## config.mk

```make
export PLATFORM = sky130hd
export DESIGN_NAME = pcie_phy_tx_striper
export DESIGN_NICKNAME = d
export VERILOG_FILES = /design/src/rtl/pcie_phy_tx_striper.sv
export SDC_FILE = /design/constraint.sdc
export NUM_CORES = 1
export LEC_CHECK = 0
export ABC_AREA = 1
export CAP_MARGIN = 30
export CORE_UTILIZATION = 40
export CTS_CLUSTER_SIZE = 28
export DETAILED_ROUTE_END_ITERATION = 6
export GPL_TIMING_DRIVEN = 0
export PLACE_DENSITY = 0.66
export SETUP_SLACK_MARGIN = 0.02
export SLEW_MARGIN = 20
export SYNTH_ARGS = -nofsm -noshare
export SYNTH_HDL_FRONTEND = slang
export SYNTH_SLANG_ARGS = --single-unit
```

## constraint.sdc

```tcl
create_clock -name clk -period 4.5 [get_ports clk]
set_input_delay 0.45 -clock clk [delete_from_list [all_inputs] [get_ports clk]]
set_output_delay 0.45 -clock clk [all_outputs]
set_load 0.03 [all_outputs]
```

## src/rtl/pcie_phy_tx_striper.sv

```systemverilog
// Transmit framer/striper: buffers DLL bytes, checks packet framing, wraps each
// packet in STP/END, pads with IDL, inserts periodic SKP ordered sets and stripes
// the resulting symbol stream across LANES lanes, one lane per clock.
module pcie_phy_tx_striper #(
   parameter int         LANES        = 4,
   parameter int         FIFO_DEPTH   = 16,
   parameter int         SKP_INTERVAL = 1180,
   parameter int         SKP_LEN      = 3,
   parameter logic [7:0] K_STP        = 8'hFB,
   parameter logic [7:0] K_END        = 8'hFD,
   parameter logic [7:0] K_COM        = 8'hBC,
   parameter logic [7:0] K_SKP        = 8'h1C,
   parameter logic [7:0] K_IDL        = 8'h7C
) (
   input  logic                 clk,
   input  logic                 reset_l,
   input  logic [7:0]           d,
   input  logic [1:0]           control,
   input  logic                 in_valid,
   output logic                 in_ready,
   input  logic                 err_clr,
   output logic [8*LANES-1:0]   data_out,
   output logic [LANES-1:0]     control_out,
   output logic                 out_valid,
   output logic                 error_dll
);

   localparam int AW = $clog2(FIFO_DEPTH);
   localparam int LW = (LANES > 1) ? $clog2(LANES) : 1;
   localparam int SW = (SKP_INTERVAL > 1) ? $clog2(SKP_INTERVAL) : 1;
   localparam int GW = (SKP_LEN > 1) ? $clog2(SKP_LEN + 1) : 1;

   localparam logic [LW-1:0] LAST_LANE = LW'(LANES - 1);
   localparam logic [SW-1:0] SKP_WRAP  = SW'(SKP_INTERVAL - 1);
   localparam logic [GW-1:0] SKP_LAST  = GW'(SKP_LEN - 1);
   localparam logic [AW:0]   DEPTH     = (AW + 1)'(FIFO_DEPTH);

   typedef enum logic {
      OUT_PKT,
      IN_PKT
   } chk_state_t;

   typedef enum logic [2:0] {
      ST_IDLE,
      ST_DATA,
      ST_END,
      ST_SKP_COM,
      ST_SKP_SYM
   } frm_state_t;

   // byte FIFO: each entry carries the byte plus a "last byte of packet" flag
   logic [8:0]    fifo_mem [FIFO_DEPTH];
   logic [AW:0]   wr_ptr;
   logic [AW:0]   rd_ptr;
   logic [AW:0]   level;
   logic          full;
   logic [8:0]    rd_entry;

   // input checker
   chk_state_t    chk_state;
   chk_state_t    chk_next;
   logic          accept;
   logic          push;
   logic          push_last;
   logic          pkt_inc;
   logic          proto_err;
   logic          overflow;
   logic [AW:0]   part_cnt;
   logic [AW:0]   pkt_cnt;
   logic          rdy_q;

   // framer
   frm_state_t    frm_state;
   frm_state_t    frm_next;
   logic [LW-1:0] lane_ptr;
   logic          emit;
   logic [7:0]    sym;
   logic          sym_k;
   logic          pop;
   logic          pkt_dec;
   logic          skp_out;
   logic [7:0]    skp_byte;
   logic          skp_take;
   logic [SW-1:0] skp_cnt;
   logic          skp_pending;
   logic [GW-1:0] skp_grp;
   logic [8*LANES-1:0] grp_data;
   logic [LANES-1:0]   grp_k;
   logic [8*LANES-1:0] grp_data_next;
   logic [LANES-1:0]   grp_k_next;

   assign level    = wr_ptr - rd_ptr;
   assign full     = (level == DEPTH);
   assign rd_entry = fifo_mem[rd_ptr[AW-1:0]];
   assign in_ready = rdy_q && !full;
   assign accept   = in_valid && in_ready;
   // a FIFO filled entirely by one still-open packet can never drain
   assign overflow = full && (pkt_cnt == '0) && (chk_state == IN_PKT);

   // decode each accepted byte against the packet framing rules
   always_comb begin
      chk_next  = chk_state;
      push      = 1'b0;
      push_last = 1'b0;
      pkt_inc   = 1'b0;
      proto_err = 1'b0;
      if (accept) begin
         if (chk_state == OUT_PKT) begin
            case (control)
               2'b01: begin
                  push     = 1'b1;
                  chk_next = IN_PKT;
               end
               2'b11: begin
                  push      = 1'b1;
                  push_last = 1'b1;
                  pkt_inc   = 1'b1;
               end
               default: proto_err = 1'b1;
            endcase
         end else begin
            case (control)
               2'b00: push = 1'b1;
               2'b10: begin
                  push      = 1'b1;
                  push_last = 1'b1;
                  pkt_inc   = 1'b1;
                  chk_next  = OUT_PKT;
               end
               default: begin
                  proto_err = 1'b1;
                  chk_next  = OUT_PKT;
               end
            endcase
         end
      end
      if (overflow) begin
         chk_next = OUT_PKT;
      end
   end

   // FIFO storage write; contents need no reset since pointers define validity
   always_ff @(posedge clk) begin
      if (push) begin
         fifo_mem[wr_ptr[AW-1:0]] <= {push_last, d};
      end
   end

   // checker state, FIFO pointers, open-packet length, packet count and error flag
   always_ff @(posedge clk) begin
      if (!reset_l) begin
         chk_state <= OUT_PKT;
         wr_ptr    <= '0;
         rd_ptr    <= '0;
         part_cnt  <= '0;
         pkt_cnt   <= '0;
         error_dll <= 1'b0;
         rdy_q     <= 1'b0;
      end else begin
         chk_state <= chk_next;
         rdy_q     <= 1'b1;
         if (overflow) begin
            wr_ptr   <= rd_ptr;
            part_cnt <= '0;
         end else if (proto_err) begin
            wr_ptr   <= wr_ptr - part_cnt;
            part_cnt <= '0;
         end else if (push) begin
            wr_ptr   <= wr_ptr + 1'b1;
            part_cnt <= push_last ? '0 : part_cnt + 1'b1;
         end
         if (pop) begin
            rd_ptr <= rd_ptr + 1'b1;
         end
         case ({pkt_inc, pkt_dec})
            2'b10:   pkt_cnt <= pkt_cnt + 1'b1;
            2'b01:   pkt_cnt <= pkt_cnt - 1'b1;
            default: pkt_cnt <= pkt_cnt;
         endcase
         if (overflow || proto_err) begin
            error_dll <= 1'b1;
         end else if (err_clr) begin
            error_dll <= 1'b0;
         end
      end
   end

   // framer next-state: choose the symbol for the current lane or a whole SKP group
   always_comb begin
      frm_next = frm_state;
      emit     = 1'b0;
      sym      = K_IDL;
      sym_k    = 1'b1;
      pop      = 1'b0;
      pkt_dec  = 1'b0;
      skp_out  = 1'b0;
      skp_byte = K_SKP;
      skp_take = 1'b0;
      case (frm_state)
         ST_IDLE: begin
            if (skp_pending && (lane_ptr == '0)) begin
               skp_take = 1'b1;
               frm_next = ST_SKP_COM;
            end else if (pkt_cnt != '0) begin
               emit     = 1'b1;
               sym      = K_STP;
               frm_next = ST_DATA;
            end else begin
               emit = 1'b1;
            end
         end
         ST_DATA: begin
            pop   = 1'b1;
            emit  = 1'b1;
            sym   = rd_entry[7:0];
            sym_k = 1'b0;
            if (rd_entry[8]) begin
               frm_next = ST_END;
            end
         end
         ST_END: begin
            emit     = 1'b1;
            sym      = K_END;
            pkt_dec  = 1'b1;
            frm_next = ST_IDLE;
         end
         ST_SKP_COM: begin
            skp_out  = 1'b1;
            skp_byte = K_COM;
            frm_next = ST_SKP_SYM;
         end
         ST_SKP_SYM: begin
            skp_out = 1'b1;
            if (skp_grp == SKP_LAST) begin
               frm_next = ST_IDLE;
            end
         end
         default: frm_next = ST_IDLE;
      endcase
   end

   // merge the current symbol into the partially built lane group
   always_comb begin
      grp_data_next = grp_data;
      grp_k_next    = grp_k;
      if (emit) begin
         grp_data_next[8*lane_ptr +: 8] = sym;
         grp_k_next[lane_ptr]           = sym_k;
      end
   end

   // framer state, lane pointer, SKP scheduling and registered output group
   always_ff @(posedge clk) begin
      if (!reset_l) begin
         frm_state   <= ST_IDLE;
         lane_ptr    <= '0;
         skp_cnt     <= '0;
         skp_pending <= 1'b0;
         skp_grp     <= '0;
         grp_data    <= '0;
         grp_k       <= '0;
         data_out    <= '0;
         control_out <= '0;
         out_valid   <= 1'b0;
      end else begin
         frm_state <= frm_next;
         if (skp_take) begin
            skp_pending <= 1'b0;
         end
         if (skp_cnt == SKP_WRAP) begin
            skp_cnt     <= '0;
            skp_pending <= 1'b1;
         end else begin
            skp_cnt <= skp_cnt + 1'b1;
         end
         if (frm_state == ST_SKP_COM) begin
            skp_grp <= '0;
         end else if (frm_state == ST_SKP_SYM) begin
            skp_grp <= skp_grp + 1'b1;
         end
         out_valid <= 1'b0;
         if (emit) begin
            grp_data <= grp_data_next;
            grp_k    <= grp_k_next;
            if (lane_ptr == LAST_LANE) begin
               lane_ptr    <= '0;
               data_out    <= grp_data_next;
               control_out <= grp_k_next;
               out_valid   <= 1'b1;
            end else begin
               lane_ptr <= lane_ptr + 1'b1;
            end
         end else if (skp_out) begin
            data_out    <= {LANES{skp_byte}};
            control_out <= '1;
            out_valid   <= 1'b1;
         end
      end
   end

endmodule

```

==> flow_metrics.env, run 1 <==
export IMPL_clock_sinks=262
export IMPL_port_buffers=52
export IMPL_p_sw_mw=2.56
export IMPL_die_height_um=171
export IMPL_synth_ff_latch_count=262
export IMPL_pwr_density_cell_nw_per_um2=545
export IMPL_clk_insertion_delay_late_ns=0.55
export IMPL_regToRegStartpoint="rd_ptr[1]$_SDFFE_PN0N_"
export IMPL_ys_async_sr_fraction=0
export IMPL_combinationalPowerShare=0.296
export IMPL_io_pins=53
export IMPL_floorplan_initialDensity=0.408
export IMPL_cp_common_cell="sky130_fd_sc_hd__nand2_1"
export IMPL_timing_max_slew_rel_slack=0.314
export IMPL_final_max_slew_viol_count=0
export IMPL_setup_worst_path_end_class="register"
export IMPL_worst_setup_path_start_kind="register"
export IMPL_drt_vias_per_instance=5.24
export IMPL_yosysWarnings=0
export IMPL_grtUsageMet2=0.336
export IMPL_critical_path_max_fanout=14
export IMPL_max_freq_mhz=249
export IMPL_maximum_number_of_pins_on_one_net_before_global_route_repair=17
export IMPL_drive_above_1_share=0.0757
export IMPL_initialDrtViolationCount=894
export IMPL_synthesis_area_um2=11400
export IMPL_cell_internal_pwr_mw=4.73
export IMPL_gr_usage_met1=0.288
export IMPL_power_frac_seq=0.388
export IMPL_area_growth_syn_to_layout_pct=17.9
export IMPL_detail_route_wirelength_mm=30.1
export IMPL_seq_area_frac_synth=0.588
export IMPL_grt_overflow_total=0
export IMPL_power_share_switching=0.351
export IMPL_fin_setup_tns_ns=0
export IMPL_firstDrtPassIters=5
export IMPL_floorplan_die_width_um=171
export IMPL_drt_drc_violations_left=0
export IMPL_clockPowerShare=0.316
export IMPL_setup_clock_skew_after_layout_ns=0.0336
export IMPL_design_core_area_um2=27900
export IMPL_hp_class="input pin to register"
export IMPL_dpl_hpwl_mm=20.2
export IMPL_grt_first_pass_wirelength_mm=47.2
export IMPL_synth_top_flop_cell="sky130_fd_sc_hd__edfxtp_1"
export IMPL_rsz0062_at_grt="no"
export IMPL_global_route_peak_usage_layer="met2"
export IMPL_share_of_the_synthesized_area_in_the_top_cell_type=0.380
export IMPL_worst_pin_slew_ns=1.03
export IMPL_cts_tree="yes"
export IMPL_worst_endpoint_required_ns=4.91
export IMPL_crit_type="register to register"
export IMPL_run_status="finished, final reports clean"
export IMPL_static_leakage_power_nw=5.11
export IMPL_max_cap_violations=0
export IMPL_groute_usage_overall=0.210
export IMPL_critical_path_arrival_ns=4.43
export IMPL_yosysMostFrequentCell="sky130_fd_sc_hd__nand2_1"
export IMPL_globalRouteMet3Util=0.0335
export IMPL_postSynthAreaPerCell_um2=9.22
export IMPL_hold_viol=0
export IMPL_antenna_cells_inserted=0
export IMPL_timing_critical_path_buf_inv=4
export IMPL_ys_top_cells_by_area="sky130_fd_sc_hd__edfxtp_1 38%, sky130_fd_sc_hd__dfxtp_1 21%, sky130_fd_sc_hd__nand2_1 7.5%"
export IMPL_critical_path_top_delay_family="compound AO/OA/AOI/OAI gates"
export IMPL_place_congestion=0.848
export IMPL_cts_hold_buffers_added=0
export IMPL_layout_worst_path_cycle_share=0.894
export IMPL_clock_tree_buffer_depth=3
export IMPL_synth_cells_most_frequent="226 x sky130_fd_sc_hd__nand2_1, 148 x sky130_fd_sc_hd__nor2_1, 144 x sky130_fd_sc_hd__edfxtp_1"
export IMPL_design_die_area_um2=29100
export IMPL_h_tree_depth=1
export IMPL_clock_transition_at_path_regs_ns=0.06
export IMPL_synthCells=1233
export IMPL_detail_route_wl_per_cell_um=17.4
export IMPL_crit_path_cell_trace="inv_1 -> ha_1 -> a21oi_1 -> o21bai_1 -> nand2_1 -> nand2_1 -> nand2_1 -> nand2_1 -> nand2_1 -> nand3_2 -> nor2_2 -> buf_4 -> inv_1 -> ha_1 -> fa_1 -> a21o_1 -> a21oi_1 -> inv_1 -> a21oi_1 -> o21ai_0 -> o21ai_0 -> a21oi_1"
export IMPL_synth_enable_flop_cells=144
export IMPL_hp_start="reset_l"
export IMPL_peakVddDrop_mv=0.373
export IMPL_number_of_vias_in_the_routed_layout=9041
export IMPL_finalHoldWorstSlack_ns=0.383
export IMPL_drtAntennaViolNets=0
export IMPL_numCtsBuffers=28
export IMPL_worst_path_max_delay_cell="sky130_fd_sc_hd__fa_1"
export IMPL_timing_final_setup_violations=0
export IMPL_fin_nets=1363
export IMPL_cts_root_buffer="sky130_fd_sc_hd__clkbuf_16"
export IMPL_grt_antenna_before_repair=0
export IMPL_yosysTopAreaCell="sky130_fd_sc_hd__edfxtp_1"
export IMPL_fp_row_count=61
export IMPL_cpPeakStageDelay_ns=0.44
export IMPL_layout_min_cycle_time_ns=4.02
export IMPL_startpoint="rd_ptr[1]$_SDFFE_PN0N_"
export IMPL_synth_nets=1271
export IMPL_synth_lib_cells_used_distinct=45
export IMPL_grt_pass1_vias=8603
-- metal layers --
layer  up-vias  wire [um]  share of wire
li1       4386          -              -
met1      4252      13400           0.45
met5         -          0              0
met3        55       2100          0.070
met4         0        877          0.029
met2       348      13700           0.45
-- registers in the layout (all words and copies together) (netlist names), 4 cells and up, named ones only --
register,flops
part_cnt,5
data_out,32
skp_cnt,11
fifo_mem,144
grp_data,32
pkt_cnt,5
rd_ptr,5
wr_ptr,5
control_out,4
-- cell type report --
class / count / area [um2]
buffer: 57 / 272
clock buffer: 43 / 858
clock inverter: 9 / 72.6
fill: 2588 / 14500
inverter: 113 / 424
multi-input combinational: 801 / 4000
sequential: 262 / 6690
tap: 378 / 473
timing repair buffer: 62 / 614
-- worst register-to-register path: stages (launching register included) --
cell,delay [ns]
sky130_fd_sc_hd__dfxtp_1,0.34
sky130_fd_sc_hd__inv_1,0.09
sky130_fd_sc_hd__ha_1,0.31
sky130_fd_sc_hd__a21oi_1,0.23
sky130_fd_sc_hd__o21bai_1,0.12
sky130_fd_sc_hd__nand2_1,0.09
sky130_fd_sc_hd__nand2_1,0.05
sky130_fd_sc_hd__nand2_1,0.05
sky130_fd_sc_hd__nand2_1,0.09
sky130_fd_sc_hd__nand2_1,0.13
sky130_fd_sc_hd__nand3_2,0.23
sky130_fd_sc_hd__nor2_2,0.30
sky130_fd_sc_hd__buf_4,0.25
sky130_fd_sc_hd__inv_1,0.06
sky130_fd_sc_hd__ha_1,0.28
sky130_fd_sc_hd__fa_1,0.44
sky130_fd_sc_hd__a21o_1,0.19
sky130_fd_sc_hd__a21oi_1,0.13
sky130_fd_sc_hd__inv_1,0.06
sky130_fd_sc_hd__a21oi_1,0.10
sky130_fd_sc_hd__o21ai_0,0.11
sky130_fd_sc_hd__o21ai_0,0.17
sky130_fd_sc_hd__a21oi_1,0.05
-- repair_timing --
item                                    4_1_cts  5_1_grt
resized for setup                             0        1
endpoints found under the setup margin        0        1
endpoints found under the hold margin         0        0
buffers inserted                              0        0
-- power by group through the flow --
stage | combinational [mW] | sequential [mW] | clock, mW
after floorplan | 1.32 | 2.98 | 0
after global placement | 2.08 | 2.88 | 0
after detailed placement | 2.12 | 2.88 | 0
after CTS | 2.13 | 2.83 | 2.34
after global routing | 2.38 | 2.86 | 2.42
final | 2.16 | 2.83 | 2.30
-- path summary, 6_finish.rpt --
kind	to	depth (start not counted)	slack [ns]
setup / recovery	pkt_cnt[4]$_SDFFE_PN0P_	22	0.48
hold / removal	rdy_q$_DFF_P_	1	0.38
setup reg to reg	pkt_cnt[4]$_SDFFE_PN0P_	22	0.48
hold reg to reg	skp_cnt[0]$_SDFF_PP0_	1	0.44
-- kinds of logic after synthesis --
group / count (synthesis) / share of synthesized area
AND/OR/NAND/NOR: 524 / 0.197
flip-flops: 262 / 0.588
AO/OA/AOI/OAI: 239 / 0.115
buffers and inverters: 170 / 0.0612
adder cells (fa/ha/maj): 24 / 0.0277
XOR/XNOR: 14 / 0.0108
-- cells in the final DEF, fill, tap and decap left out, drive strengths merged, types with 2 or more instances in the layout --
cell / n
o221ai: 4
o22ai: 4
o21ai: 97
buf: 38
ha: 22
fa: 2
nor3: 12
inv: 104
xor2: 10
clkdlybuf4s50: 52
o21a: 2
a31oi: 8
edfxtp: 144
nand2: 227
nor2: 152
nand4: 20
clkinv: 17
dfxtp: 118
a21oi: 92
nand3: 100
nor4: 5
o211ai: 23
or2: 4
clkbuf: 72
a211oi: 4
xnor2: 4
o21bai: 2
-- stage by stage --
stage	setup WS, ns	power [mW]	cells	util	area [um2]
final	0.477	7.30	1725	0.481	13400
after global routing	0.132	7.66	1725	0.481	13400
after CTS	0.395	7.30	1723	0.481	13400
after detailed placement	0.449	5.00	1671	0.447	12500
after global placement	0.171	4.96	1663	0.444	12400
after floorplan	0.881	4.30	1233	-	11400
No activity file was read; power rests on OpenSTA's default activity.
==> run 2, diff against run 1 <==
--- a/config.mk
+++ b/config.mk
@@ -7,11 +7,11 @@
 export LEC_CHECK = 0
 export ABC_AREA = 1
 export CAP_MARGIN = 30
-export CORE_UTILIZATION = 40
+export CORE_UTILIZATION = 60
 export CTS_CLUSTER_SIZE = 28
 export DETAILED_ROUTE_END_ITERATION = 6
 export GPL_TIMING_DRIVEN = 0
-export PLACE_DENSITY = 0.66
+export PLACE_DENSITY = 0.88
 export SETUP_SLACK_MARGIN = 0.02
 export SLEW_MARGIN = 20
 export SYNTH_ARGS = -nofsm -noshare
==> run 2 against run 1 <==
Net effect:
- fmax grew 0.88%
- critical path depth shrank 1
- global-route usage grew 10 points
- combinational power grew 2%
- die area shrank 33%
- via count grew 7.4%
- sequential share of layout area grew 0.94 points
- first-iteration DRC count grew 44%
- hold slack gained 0.0043 ns
- final cell count shrank 8.7%
==> flow_metrics.env, run 2 (same netlist as run 1, synthesis figures left out) <==
export IMPL_worst_setup_path_start_kind="register"
export IMPL_io_pins=53
export IMPL_hp_start="reset_l"
export IMPL_crit_path_cell_trace="inv_1 -> ha_1 -> a21oi_1 -> o21bai_1 -> nand2_1 -> nand2_1 -> nand2_1 -> nand2_1 -> nand2_1 -> nand3_2 -> nor2_1 -> inv_1 -> ha_1 -> fa_1 -> a21o_1 -> a21oi_1 -> inv_1 -> a21oi_1 -> o21ai_0 -> o21ai_0 -> a21oi_1"
export IMPL_post_route_worst_setup_slack_ns=0.512
export IMPL_drt_drc_violations_left=0
export IMPL_crit_type="register to register"
export IMPL_detail_route_wirelength_mm=30.6
export IMPL_ff2ff_path_depth=21
export IMPL_clockPowerShare=0.300
export IMPL_drive_above_1_share=0.0758
export IMPL_grt_pass1_vias=9242
export IMPL_grt_overflow_total=0
export IMPL_layout_cells_most_common="sky130_fd_sc_hd__nand2_1"
export IMPL_peakVddDrop_mv=0.395
export IMPL_static_leakage_power_nw=5.09
export IMPL_hold_viol=0
export IMPL_numCtsBuffers=26
export IMPL_combinationalPowerShare=0.306
export IMPL_largest_register_ffs=144
export IMPL_port_buffers=52
export IMPL_clock_transition_at_path_regs_ns=0.07
export IMPL_clock_tree_buffer_depth=3
export IMPL_timing_max_slew_rel_slack=0.434
export IMPL_cts_root_buffer="sky130_fd_sc_hd__clkbuf_16"
export IMPL_setup_worst_path_end_class="register"
export IMPL_setup_clock_skew_after_layout_ns=0.00819
export IMPL_grt_first_pass_wirelength_mm=47.2
export IMPL_number_of_vias_in_the_routed_layout=9713
export IMPL_nFillCells=1245
export IMPL_timing_critical_path_buf_inv=3
export IMPL_design_die_area_um2=19500
export IMPL_critical_path_max_fanout=10
export IMPL_initialDrtViolationCount=1291
export IMPL_cts_repair_resize_count=0
export IMPL_layout_worst_path_cycle_share=0.886
export IMPL_layout_common_cells="226 x sky130_fd_sc_hd__nand2_1, 144 x sky130_fd_sc_hd__nor2_1, 144 x sky130_fd_sc_hd__edfxtp_1"
export IMPL_layout_min_cycle_time_ns=3.99
export IMPL_groute_usage_overall=0.310
export IMPL_critical_path_arrival_ns=4.41
export IMPL_cts_setup_buffers=0
export IMPL_die_height_um=140
export IMPL_power_share_switching=0.359
export IMPL_worst_pin_slew_ns=0.842
export IMPL_area_growth_syn_to_layout_pct=15.7
export IMPL_critical_path_top_delay_family="compound AO/OA/AOI/OAI gates"
export IMPL_cts_hold_buffers_added=0
export IMPL_antenna_cells_inserted=0
export IMPL_global_route_peak_usage_layer="met2"
export IMPL_dpl_hpwl_mm=19.9
export IMPL_hp_class="input pin to register"
export IMPL_max_cap_violations=0
export IMPL_total_power_mw=7.22
export IMPL_floorplan_die_width_um=140
export IMPL_gr_usage_met1=0.387
export IMPL_rsz0062_at_grt="no"
export IMPL_p_sw_mw=2.59
export IMPL_grtUsageMet2=0.515
export IMPL_drt_vias_per_instance=6.17
export IMPL_max_freq_mhz=251
export IMPL_worst_path_max_delay_cell="sky130_fd_sc_hd__fa_1"
export IMPL_worstHoldEndpoint="rdy_q$_DFF_P_"
export IMPL_run_status="finished, final reports clean"
export IMPL_cpPeakStageDelay_ns=0.44
export IMPL_fin_nets=1364
export IMPL_startpoint="rd_ptr[1]$_SDFFE_PN0N_"
export IMPL_timing_final_setup_violations=0
export IMPL_regToRegStartpoint="rd_ptr[1]$_SDFFE_PN0N_"
export IMPL_regToRegSetupSlack_ns=0.51
export IMPL_worst_hold_path_num_cells=1
export IMPL_place_congestion=0.895
export IMPL_cts_tree="yes"
export IMPL_h_tree_depth=1
export IMPL_final_max_slew_viol_count=0
export IMPL_firstDrtPassIters=5
export IMPL_pwr_density_cell_nw_per_um2=549
export IMPL_cell_internal_pwr_mw=4.63
export IMPL_drtAntennaViolNets=0
export IMPL_dpl_worst_slack_ns=0.732
export IMPL_grt_antenna_before_repair=0
export IMPL_r2r_end="pkt_cnt[4]$_SDFFE_PN0P_"
export IMPL_worst_endpoint_required_ns=4.92
export IMPL_floorplan_initialDensity=0.622
export IMPL_power_frac_seq=0.394
export IMPL_clk_insertion_delay_late_ns=0.53
export IMPL_maximum_number_of_pins_on_one_net_before_global_route_repair=17
export IMPL_globalRouteMet3Util=0.0661
export IMPL_clock_sinks=262
export IMPL_fin_setup_tns_ns=0
export IMPL_detail_route_wl_per_cell_um=19.4
export IMPL_fp_row_count=49
export IMPL_cp_common_cell="sky130_fd_sc_hd__nand2_1"
export IMPL_design_core_area_um2=18300
==> run 2: cell types whose count changed in the layout (fill, tap and decap cells not counted), moves of 2 or more <==
| cell | previous run | this run |
|---|---|---|
| sky130_fd_sc_hd__nor2_1 | 141 | 144 |
| sky130_fd_sc_hd__clkbuf_8 | 8 | 4 |
| sky130_fd_sc_hd__buf_6 | 7 | 4 |
| sky130_fd_sc_hd__clkbuf_1 | 35 | 31 |
| sky130_fd_sc_hd__buf_4 | 10 | 16 |
| sky130_fd_sc_hd__clkinv_2 | 6 | 8 |
| sky130_fd_sc_hd__nor2_2 | 10 | 7 |
==> run 2: layout make-up <==
cell class                 count  area, um2  area share
buffer                        57        272      0.0206
clock buffer                  35        768      0.0584
clock inverter                13       96.3     0.00732
inverter                     113        424      0.0322
multi-input combinational    801       4000       0.304
sequential                   262       6690       0.508
tap                          229        287      0.0218
timing repair buffer          65        626      0.0476
==> run 2: worst register-to-register path, delay by kind of cell, from the launching register on <==
kind | cells | cell delay, ns
AOI/OAI and AO/OA | 8 | 1.16
and+or+nand+nor | 7 | 1.06
adders and majority gates | 3 | 1.04
DFF | 1 | 0.38
buffers and inverters | 3 | 0.26
==> run 2: worst max path at each step <==
stage | to | slack, ns | depth (start not counted)
after global routing | pkt_cnt[4]$_SDFFE_PN0P_ | 0.20 | 21
after detailed placement | pkt_cnt[4]$_SDFFE_PN0P_ | 0.73 | 21
after CTS | pkt_cnt[4]$_SDFFE_PN0P_ | 0.62 | 21
after global placement | pkt_cnt[4]$_SDFFE_PN0P_ | 0.27 | 21
final | pkt_cnt[4]$_SDFFE_PN0P_ | 0.51 | 21
after floorplan | pkt_cnt[4]$_SDFFE_PN0P_ | 0.88 | 21
==> run 2: through the flow <==
step | cell area, um2 | util | instances | hold slack, ns
2_1_floorplan | 11400 | - | 1233 | 0.418
3_3_place_gp | 12200 | 0.666 | 1514 | 0.428
3_5_place_dp | 12300 | 0.671 | 1522 | 0.443
4_1_cts | 13100 | 0.718 | 1570 | 0.380
5_1_grt | 13200 | 0.720 | 1575 | 0.404
6_report | 13200 | 0.720 | 1575 | 0.387
==> run 2: power groups by stage <==
stage	clock network [mW]	logic, mW	registers (mW)
after floorplan	0	1.32	2.98
after global placement	0	2.03	2.87
after detailed placement	0	2.10	2.88
after CTS	2.16	2.14	2.84
after global routing	2.25	2.38	2.86
final	2.16	2.21	2.85
==> run 2: metal layers <==
layer / routed length (um) / share of wire
met3: 3580 / 0.12
met1: 11400 / 0.37
met5: 0 / 0
met4: 1310 / 0.043
met2: 14300 / 0.47
==> run 3, diff against run 2 <==
--- a/config.mk
+++ b/config.mk
@@ -7,11 +7,11 @@
 export LEC_CHECK = 0
 export ABC_AREA = 1
 export CAP_MARGIN = 30
-export CORE_UTILIZATION = 60
+export CORE_UTILIZATION = 30
 export CTS_CLUSTER_SIZE = 28
 export DETAILED_ROUTE_END_ITERATION = 6
 export GPL_TIMING_DRIVEN = 0
-export PLACE_DENSITY = 0.88
+export PLACE_DENSITY = 0.54
 export SETUP_SLACK_MARGIN = 0.02
 export SLEW_MARGIN = 20
 export SYNTH_ARGS = -nofsm -noshare
==> run 3 against run 2 <==
Net effect:
- final cell count increased by 17%
- combinational power fell by 2%
- sequential share of layout area shrank 1.4 points
- clock skew grew 0.0062 ns
- hold slack worse by 0.0056 ns
- critical path depth did not move
- clock power is 7% higher
- global-route usage decreased by 14 points
- non-clock buffer count fell by 8
- register-to-register slack hardly changed
- fmax barely moved
- wire length up 4.9%
==> flow_metrics.env, run 3 (same netlist as run 1, synthesis figures left out) <==
export IMPL_run_status="finished, final reports clean"
export IMPL_port_buffers=52
export IMPL_grt_antenna_before_repair=0
export IMPL_r2r_end="pkt_cnt[4]$_SDFFE_PN0P_"
export IMPL_detail_route_wirelength_mm=32.1
export IMPL_drt_vias_per_instance=4.81
export IMPL_crit_path_cell_trace="inv_1 -> ha_1 -> a21oi_1 -> o21bai_1 -> nand2_1 -> nand2_1 -> nand2_1 -> nand2_1 -> nand2_1 -> nand3_2 -> nor2_1 -> inv_1 -> ha_1 -> fa_1 -> a21o_1 -> a21oi_1 -> inv_1 -> a21oi_1 -> o21ai_0 -> o21ai_0 -> a21oi_1"
export IMPL_worst_path_max_delay_cell="sky130_fd_sc_hd__nor2_1"
export IMPL_critical_path_max_fanout=10
export IMPL_antenna_cells_inserted=0
export IMPL_post_route_worst_setup_slack_ns=0.513
export IMPL_fp_row_count=70
export IMPL_max_cap_violations=0
export IMPL_layout_cells_non_filler=1847
export IMPL_fin_nets=1359
export IMPL_cts_root_buffer="sky130_fd_sc_hd__clkbuf_16"
export IMPL_area_growth_syn_to_layout_pct=18.9
export IMPL_place_congestion=0.829
export IMPL_worst_endpoint_required_ns=4.93
export IMPL_setup_clock_skew_after_layout_ns=0.0144
export IMPL_regToRegStartpoint="rd_ptr[1]$_SDFFE_PN0N_"
export IMPL_layout_worst_path_cycle_share=0.886
export IMPL_finalHoldWorstSlack_ns=0.381
export IMPL_pwr_density_cell_nw_per_um2=542
export IMPL_fin_setup_tns_ns=0
export IMPL_cpPeakStageDelay_ns=0.50
export IMPL_layout_common_cells="226 x sky130_fd_sc_hd__nand2_1, 144 x sky130_fd_sc_hd__edfxtp_1, 136 x sky130_fd_sc_hd__nor2_1"
export IMPL_worstHoldEndpoint="rdy_q$_DFF_P_"
export IMPL_grt_pass1_vias=8846
export IMPL_final_max_slew_viol_count=0
export IMPL_initialDrtViolationCount=732
export IMPL_hp_start="reset_l"
export IMPL_cts_setup_buffers=0
export IMPL_largest_register_ffs=144
export IMPL_dpl_hpwl_mm=21.4
export IMPL_clk_insertion_delay_late_ns=0.55
export IMPL_worst_hold_path_num_cells=1
export IMPL_detail_route_wl_per_cell_um=17.4
export IMPL_layout_cells_most_common="sky130_fd_sc_hd__nand2_1"
export IMPL_floorplan_die_width_um=197
export IMPL_number_of_vias_in_the_routed_layout=8877
export IMPL_static_leakage_power_nw=5.07
export IMPL_regToRegSetupSlack_ns=0.51
export IMPL_drtAntennaViolNets=0
export IMPL_die_height_um=197
export IMPL_h_tree_depth=1
export IMPL_dpl_worst_slack_ns=0.495
export IMPL_io_pins=53
export IMPL_timing_final_setup_violations=0
export IMPL_cp_common_cell="sky130_fd_sc_hd__nand2_1"
export IMPL_ff2ff_path_depth=21
export IMPL_peakVddDrop_mv=0.336
export IMPL_nFillCells=3838
export IMPL_clock_transition_at_path_regs_ns=0.06
export IMPL_numCtsBuffers=29
export IMPL_clock_tree_buffer_depth=3
export IMPL_hold_viol=0
export IMPL_max_freq_mhz=251
export IMPL_maximum_number_of_pins_on_one_net_before_global_route_repair=17
export IMPL_worst_setup_path_start_kind="register"
export IMPL_design_die_area_um2=38700
export IMPL_drive_above_1_share=0.0745
export IMPL_timing_max_slew_rel_slack=0.402
export IMPL_firstDrtPassIters=5
export IMPL_final_util=0.366
export IMPL_dpl_cell_count=1794
export IMPL_floorplan_initialDensity=0.308
export IMPL_worst_pin_slew_ns=0.896
export IMPL_cts_hold_buffers_added=0
export IMPL_cts_tree="yes"
export IMPL_rsz0062_at_grt="no"
export IMPL_drt_drc_violations_left=0
export IMPL_setup_worst_path_end_class="register"
export IMPL_cts_repair_resize_count=0
export IMPL_crit_type="register to register"
export IMPL_grt_first_pass_wirelength_mm=50.5
export IMPL_layout_min_cycle_time_ns=3.99
export IMPL_groute_usage_overall=0.169
export IMPL_design_core_area_um2=37000
export IMPL_hp_class="input pin to register"
export IMPL_critical_path_arrival_ns=4.42
export IMPL_clock_sinks=262
export IMPL_grt_overflow_total=0
==> run 3: through the flow <==
step                      instance area (um2)  total power, mW
after global placement                  12500             5.01
after CTS                               13500             7.37
after floorplan                         11400             4.30
after global routing                    13500             7.74
after detailed placement                12600             5.05
final                                   13500             7.32
==> run 3: worst max-delay path, delay by kind of cell, from the launching register on <==
| family | cells | cell delay, ns |
|---|---|---|
| AO/OA/AOI/OAI | 8 | 1.09 |
| adder cells (fa/ha/maj) | 3 | 1.06 |
| buffers and inverters | 3 | 0.24 |
| flip-flops | 1 | 0.34 |
| AND/OR/NAND/NOR | 7 | 1.14 |
==> run 3: routing by layer <==
metal / global-route usage / part of all wire
met1: 0.242 / 0.48
met2: 0.268 / 0.44
met3: 0.0219 / 0.047
met4: 0.0459 / 0.025
met5: 0 / 0
==> run 3: power by group <==
part           switching, mW  internal, mW
Clock                  0.956          1.36
Combinational           1.52         0.647
Sequential             0.118          2.72
Total                   2.60          4.73
==> run 3: final cells by class <==
cell class | instances | area (um2) | share of cell area
clock inverters | 8 | 71.3 | 0.00527
flip-flops and latches | 262 | 6690 | 0.494
repair buffers | 57 | 566 | 0.0418
plain buffers | 57 | 272 | 0.0201
well taps | 504 | 631 | 0.0466
clock buffers | 45 | 856 | 0.0633
inverters | 113 | 424 | 0.0314
multi-input cells | 801 | 4020 | 0.297
==> run 3: worst max path at each step <==
stage / from / slack [ns] / to / cells after the start
after floorplan: rd_ptr[1]$_SDFFE_PN0N_ / 0.88 / pkt_cnt[4]$_SDFFE_PN0P_ / 21
after global placement: rd_ptr[1]$_SDFFE_PN0N_ / 0.14 / pkt_cnt[4]$_SDFFE_PN0P_ / 21
after detailed placement: rd_ptr[1]$_SDFFE_PN0N_ / 0.50 / pkt_cnt[4]$_SDFFE_PN0P_ / 21
after CTS: rd_ptr[1]$_SDFFE_PN0N_ / 0.50 / pkt_cnt[4]$_SDFFE_PN0P_ / 21
after global routing: rd_ptr[1]$_SDFFE_PN0N_ / 0.16 / pkt_cnt[4]$_SDFFE_PN0P_ / 21
final: rd_ptr[1]$_SDFFE_PN0N_ / 0.51 / pkt_cnt[4]$_SDFFE_PN0P_ / 21
